`config.mk`:
```
export PLATFORM = sky130hd
export DESIGN_NAME = pcd_to_picc_decoder
export DESIGN_NICKNAME = d
export VERILOG_FILES = /design/src/rtl/pcd_to_picc_decoder.sv
export SDC_FILE = /design/constraint.sdc
export NUM_CORES = 1
export LEC_CHECK = 0
export BUFFER_PORTS_ARGS = -buffer_cell sky130_fd_sc_hd__buf_4
export CAP_MARGIN = 20
export CORE_UTILIZATION = 45
export CTS_BUF_LIST = sky130_fd_sc_hd__clkbuf_8
export DETAILED_ROUTE_END_ITERATION = 7
export PLACE_DENSITY_LB_ADDON = 0.12
export SLEW_MARGIN = 20
export SYNTH_ARGS = -nofsm -noshare
export SYNTH_HDL_FRONTEND = slang
export SYNTH_SLANG_ARGS = --single-unit
```
`constraint.sdc`:
```
create_clock -name clk_in -period 2.1 [get_ports clk_in]
set_input_delay 0 -clock clk_in [delete_from_list [all_inputs] [get_ports clk_in]]
set_output_delay 0 -clock clk_in [all_outputs]
set_load 0.01 [all_outputs]
```
`src/rtl/pcd_to_picc_decoder.sv`:
```
`default_nettype none
// ============================================================================
// Module   : pcd_to_picc_decoder
// Brief    : ISO 14443A reader-to-card modified-Miller decoder. Samples the
//            synchronised carrier envelope once per quarter bit period,
//            classifies each bit period as X/Y/Z, and assembles up to
//            MAX_BYTES odd-parity protected bytes per frame.
// Revision : 1.0 - initial release
// ============================================================================
module pcd_to_picc_decoder #(
  parameter int MAX_BYTES   = 5,
  parameter int SYNC_STAGES = 2
) (
  input  logic                               clk_in,
  input  logic                               rst_in,
  input  logic                               env_in,
  output logic                               rx_busy,
  output logic [8*MAX_BYTES-1:0]             rx_data,
  output logic [$clog2(MAX_BYTES+1)-1:0]     rx_num_bytes,
  output logic                               rx_valid,
  output logic                               rx_parity_err,
  output logic                               rx_code_err
);

  localparam int c_cnt_w  = $clog2(MAX_BYTES + 1);
  localparam int c_data_w = 8 * MAX_BYTES;

  localparam logic [1:0] c_st_idle = 2'd0;
  localparam logic [1:0] c_st_sof  = 2'd1;
  localparam logic [1:0] c_st_bits = 2'd2;
  localparam logic [1:0] c_st_done = 2'd3;

  // Quarter-sample patterns, bit n = "carrier low in quarter n".
  localparam logic [3:0] c_pat_z = 4'b0001;
  localparam logic [3:0] c_pat_x = 4'b0100;
  localparam logic [3:0] c_pat_y = 4'b0000;

  logic [SYNC_STAGES-1:0]  sync_q, sync_d;
  logic [SYNC_STAGES:0]    sync_ext;
  logic                    s;

  logic [1:0]              state_q, state_d;
  logic [1:0]              q_q, q_d;
  logic [2:0]              lo_q, lo_d;
  logic                    prev_q, prev_d;
  logic [3:0]              p_q, p_d;
  logic [c_cnt_w-1:0]      byte_q, byte_d;
  logic                    acc_q, acc_d;
  logic                    perr_q, perr_d;
  logic [c_data_w-1:0]     buf_q, buf_d;

  logic                    rx_busy_q, rx_busy_d;
  logic                    rx_valid_q, rx_valid_d;
  logic [c_data_w-1:0]     rx_data_q, rx_data_d;
  logic [c_cnt_w-1:0]      rx_num_bytes_q, rx_num_bytes_d;
  logic                    rx_parity_err_q, rx_parity_err_d;
  logic                    rx_code_err_q, rx_code_err_d;

  logic [c_data_w-1:0]     data_mask;
  logic [3:0]              pat;
  logic                    term, cerr, have_bit, bit_v;
  int                      wr_idx;

  // Shift chain: new envelope sample enters at bit 0, s is the oldest stage.
  assign sync_ext = {sync_q, env_in};
  assign sync_d   = sync_ext[SYNC_STAGES-1:0];
  assign s        = sync_q[SYNC_STAGES-1];

  // Only complete bytes are exposed on rx_data.
  for (genvar i = 0; i < MAX_BYTES; i++) begin : g_mask
    assign data_mask[8*i +: 8] = (int'(byte_q) > i) ? 8'hFF : 8'h00;
  end

  // Frame state machine: SOF check, bit classification, byte assembly.
  always_comb begin
    state_d         = state_q;
    q_d             = q_q;
    lo_d            = lo_q;
    prev_d          = prev_q;
    p_d             = p_q;
    byte_d          = byte_q;
    acc_d           = acc_q;
    perr_d          = perr_q;
    buf_d           = buf_q;
    rx_busy_d       = rx_busy_q;
    rx_valid_d      = 1'b0;
    rx_data_d       = rx_data_q;
    rx_num_bytes_d  = rx_num_bytes_q;
    rx_parity_err_d = rx_parity_err_q;
    rx_code_err_d   = rx_code_err_q;
    pat             = {~s, lo_q};
    term            = 1'b0;
    cerr            = 1'b0;
    have_bit        = 1'b0;
    bit_v           = 1'b0;
    wr_idx          = 8 * int'(byte_q) + int'(p_q);

    case (state_q)
      c_st_idle: begin
        if (!s) begin
          buf_d     = '0;
          p_d       = 4'd0;
          byte_d    = '0;
          acc_d     = 1'b0;
          perr_d    = 1'b0;
          q_d       = 2'd1;
          lo_d      = 3'b000;
          prev_d    = 1'b0;
          rx_busy_d = 1'b1;
          state_d   = c_st_sof;
        end
      end

      c_st_sof: begin
        if (!s) begin
          term = 1'b1;
          cerr = 1'b1;
        end else if (q_q == 2'd3) begin
          q_d     = 2'd0;
          lo_d    = 3'b000;
          state_d = c_st_bits;
        end else begin
          q_d = q_q + 2'd1;
        end
      end

      c_st_bits: begin
        if (q_q != 2'd3) begin
          case (q_q)
            2'd0:    lo_d[0] = ~s;
            2'd1:    lo_d[1] = ~s;
            default: lo_d[2] = ~s;
          endcase
          q_d = q_q + 2'd1;
        end else begin
          q_d  = 2'd0;
          lo_d = 3'b000;
          if (pat == c_pat_x) begin
            have_bit = 1'b1;
            bit_v    = 1'b1;
            prev_d   = 1'b1;
          end else if (pat == c_pat_z) begin
            // A pause in q0 cannot follow a logic 1 in modified Miller.
            if (prev_q) begin
              term = 1'b1;
              cerr = 1'b1;
            end else begin
              have_bit = 1'b1;
            end
          end else if (pat == c_pat_y) begin
            if (prev_q) begin
              have_bit = 1'b1;
              prev_d   = 1'b0;
            end else begin
              // EOF: the preceding 0 was the EOF logic-0 and had to start a
              // new group, so p has advanced exactly once past it.
              term = 1'b1;
              cerr = !((p_q == 4'd1) && (byte_q != '0));
            end
          end else begin
            term = 1'b1;
            cerr = 1'b1;
          end

          if (have_bit) begin
            if ((p_q != 4'd0) && (byte_q == c_cnt_w'(MAX_BYTES))) begin
              term = 1'b1;
              cerr = 1'b1;
            end else if (p_q == 4'd8) begin
              if (bit_v != ~acc_q) begin
                perr_d = 1'b1;
              end
              byte_d = byte_q + c_cnt_w'(1);
              acc_d  = 1'b0;
              p_d    = 4'd0;
            end else begin
              for (int i = 0; i < c_data_w; i++) begin
                if (i == wr_idx) begin
                  buf_d[i] = bit_v;
                end
              end
              acc_d = acc_q ^ bit_v;
              p_d   = p_q + 4'd1;
            end
          end
        end
      end

      default: begin
        state_d = c_st_idle;
      end
    endcase

    if (term) begin
      state_d         = c_st_done;
      rx_valid_d      = 1'b1;
      rx_busy_d       = 1'b0;
      rx_data_d       = buf_q & data_mask;
      rx_num_bytes_d  = byte_q;
      rx_parity_err_d = perr_q;
      rx_code_err_d   = cerr;
    end
  end

  // State and output registers; the synchroniser resets to "carrier on" so
  // reset release never looks like a pause.
  always_ff @(posedge clk_in) begin
    if (rst_in) begin
      sync_q          <= '1;
      state_q         <= c_st_idle;
      q_q             <= 2'd0;
      lo_q            <= 3'b000;
      prev_q          <= 1'b0;
      p_q             <= 4'd0;
      byte_q          <= '0;
      acc_q           <= 1'b0;
      perr_q          <= 1'b0;
      buf_q           <= '0;
      rx_busy_q       <= 1'b0;
      rx_valid_q      <= 1'b0;
      rx_data_q       <= '0;
      rx_num_bytes_q  <= '0;
      rx_parity_err_q <= 1'b0;
      rx_code_err_q   <= 1'b0;
    end else begin
      sync_q          <= sync_d;
      state_q         <= state_d;
      q_q             <= q_d;
      lo_q            <= lo_d;
      prev_q          <= prev_d;
      p_q             <= p_d;
      byte_q          <= byte_d;
      acc_q           <= acc_d;
      perr_q          <= perr_d;
      buf_q           <= buf_d;
      rx_busy_q       <= rx_busy_d;
      rx_valid_q      <= rx_valid_d;
      rx_data_q       <= rx_data_d;
      rx_num_bytes_q  <= rx_num_bytes_d;
      rx_parity_err_q <= rx_parity_err_d;
      rx_code_err_q   <= rx_code_err_d;
    end
  end

  assign rx_busy       = rx_busy_q;
  assign rx_valid      = rx_valid_q;
  assign rx_data       = rx_data_q;
  assign rx_num_bytes  = rx_num_bytes_q;
  assign rx_parity_err = rx_parity_err_q;
  assign rx_code_err   = rx_code_err_q;

endmodule
`default_nettype wire

```
==> metrics.txt <==
clock sink total 106; antenna violations before repair 0; Slew Viols, Final 0; final wirelength 12.9 mm; Remaining Overflow, GRT 0; Setup CP Type reg -> reg; Worst Max-Slew Pin Slew 0.484 ns; routability cong. 0.859; H-tree depth 3; Post-synth EDFFs 0; outcome finished, final reports clean; Max Clk Rate 478 MHz; die area 11300 um2; fin area 6300 um2; Die Height 106 um; total track usage 0.235; vias in the first global route 4223; Design Power 3.58 mW; CTS Buffer Depth 2; Site Rows 37; DRC errors left 0; synth warn 0; Netlist cell types 51; slowest CP cell or3b_4; top cells by area, synth dfxtp_1 (43%), nand2_1 (5.8%), a21oi_1 (5.6%); minimum clock period 2.09 ns; Cell Area, Synth 4910 um2; Post-DP Area 5740 um2; Async SR Flop Fraction 0; P_leak 2.35 nW; layout cell share with drive strength beyond 1 0.279; final count of hold timing violations 0; DR WL met2 6.38 mm; core area 10500 um2; area share of the largest cell type after synthesis 0.432; synthesized flop and latch total 106; CTS tree done; Hold Slack 0.0287 ns; Final ANT Viol Nets 0; worst path arrival time 2.36 ns; Starting Density 0.469; setup TNS 0 ns; Seq/Total Area, Yosys 0.432; Worst setup EP type flip-flop; WL met3 409 um; I/O pins 50; first-pass GRT wire length 21.0 mm; DR pass1 iterations 5; vias 4499; largest net degree at the start of global routing 41; HP Class in -> reg; DR iter-0 viols 206; DR WL/cell 16.4 um; worst-path fanout max 7; PortBufs 49; WP data required 2.37 ns; vias per cell 5.73; fin crit share 0.996; cts bufs inserted 9; DR top layer met4; Layout area overhead 28.4%; Die W 106 um; largest area contributor in the synthesized netlist dfxtp_1; RSZ-0062 raised after global routing true; crit path cell chain inv_2 > ha_4 > nor3b_4 > o2111ai_4 > or3b_4 > o311ai_2 > o41ai_1; predominant post-synthesis flop cell dfxtp_1; Clock Tree Root clkbuf_8; Met1 Wirelength 5.92 mm; power per cell area 568 nW/um2; Syn Inst Count 554; clk slew on worst S/H paths 0.11 ns; clock latency on the worst-skew pair 0.38 ns; Antenna Cells 0; R2R Setup Slk 0.009 ns; Max-slew headroom 0.674; VDD IR-drop max 0.366 mV; Final setup viols 0; DP HPWL 8.73 mm; CP startpoint kind flip-flop; syn nets 575; Max-Cap Viols 0; mean post-synth cell area 8.86 um2; max incr delay on CP 0.55 ns; Worst Clk Skew 0.0144 ns; layout net count 665
## sequential cells by signal (all words and copies together), names as in the netlist
register,count
rx_parity_err,1
buf_q,40
byte_q,3
lo_q,3
p_q,4
perr_q,1
sync_q,2
state_q,2
rx_valid,1
rx_code_err,1
rx_busy,1
rx_data,40
prev_q,1
q_q,2
acc_q,1
rx_num_bytes,3
## path summary, 6_finish.rpt
| check | from | cells past startpoint | to |
|---|---|---|---|
| worst min register to register | sync_q[0] | 1 | sync_q[1] |
| worst min-delay path | rst_in | 2 | prev_q |
| worst max-delay path | p_q[1] | 7 | buf_q[6] |
| worst max register to register | p_q[1] | 7 | buf_q[6] |
## through the flow
stage	cells	util	setup WS, ns
finish	785	0.602	0.00932
global route	785	0.602	-0.0505
CTS	781	0.578	0.00193
detailed placement	757	0.548	-0.0341
global placement	757	0.548	0.0453
floorplan	554	-	0.0146
## cell usage in the layout, fill, tap and decap left out, drive strengths merged, types with 3 or more instances in the layout
| master | n |
|---|---|
| or3b | 11 |
| xnor2 | 4 |
| nor3b | 6 |
| o21ai | 25 |
| inv | 15 |
| nor2b | 4 |
| o41ai | 8 |
| and2 | 3 |
| a31oi | 3 |
| nand2 | 76 |
| clkinv | 4 |
| clkbuf | 9 |
| nand3 | 11 |
| nor2 | 21 |
| mux2i | 24 |
| nor3 | 9 |
| dfxtp | 106 |
| ha | 18 |
| o311ai | 23 |
| a21oi | 55 |
| a211oi | 3 |
| buf | 117 |
| nand2b | 18 |
| o211ai | 25 |
| o221ai | 8 |
| or2 | 3 |
| o22ai | 3 |
| o31ai | 14 |
## critical path, delay by kind of cell (launching register included)
| family | cells | cell delay [ns] |
|---|---|---|
| DFF | 1 | 0.34 |
| buffers and inverters | 1 | 0.07 |
| and+or+nand+nor | 2 | 0.80 |
| AOI/OAI and AO/OA | 3 | 0.65 |
| adders and majority gates | 1 | 0.13 |
## Yosys cell counts, types with 3 or more instances
master,instances
nor3b_1,5
o31ai_1,13
o211ai_1,25
clkbuf_1,30
ha_1,18
o311ai_0,15
or3b_1,7
a211oi_1,3
a21oi_1,55
or2_2,3
nand3_1,11
o41ai_1,8
nand2b_1,18
nor3_1,9
mux2i_1,24
dfxtp_1,106
nor2_1,21
buf_2,7
o311ai_1,8
o22ai_1,3
nand2_1,76
nor2b_1,4
xnor2_1,4
inv_1,13
o21ai_0,23
o221ai_1,8
and2_1,3
buf_6,3
## repair_timing
action | 4_1_cts | 5_1_grt
pin swaps | 3 | 12
endpoints found under the setup margin | 27 | 78
hold buffers | 1 | 0
setup buffers | 5 | 4
hold endpoints to repair | 1 | 0
resized for setup | 7 | 58
cloned | 2 | 0
## layer usage
metal	up-vias	global-route usage
met5	-	0
met1	2173	0.300
li1	2224	-
met4	0	0.0890
met3	16	0.0343
met2	86	0.401
## where the power goes
| group | internal (mW) | total, mW | switching, mW |
|---|---|---|---|
| Combinational | 0.0953 | 0.236 | 0.140 |
| Sequential | 2.02 | 2.03 | 0.00641 |
| Clock | 0.572 | 1.32 | 0.749 |
| Total | 2.69 | 3.58 | 0.895 |
## layout make-up
class                           count  area [um2]
Clock inverter                      7        86.3
Timing Repair Buffer              118         925
Multi-Input combinational cell    396        2820
Inverter                           13        48.8
Fill cell                         967        4160
Clock buffer                        9         124
Sequential cell                   106        2130
Tap cell                          136         170
## kinds of logic (layout without fill, tap and decap cells)
family / Yosys count / in the layout / synth area share
mux: 24 / 24 / 0.0490
buf+inv: 54 / 147 / 0.0477
xor+xnor: 5 / 5 / 0.00892
fa+ha+maj: 18 / 18 / 0.0459
flops: 106 / 106 / 0.432
compound gates: 177 / 177 / 0.244
simple gates: 170 / 172 / 0.172
No activity file was read; power rests on OpenSTA's default activity.
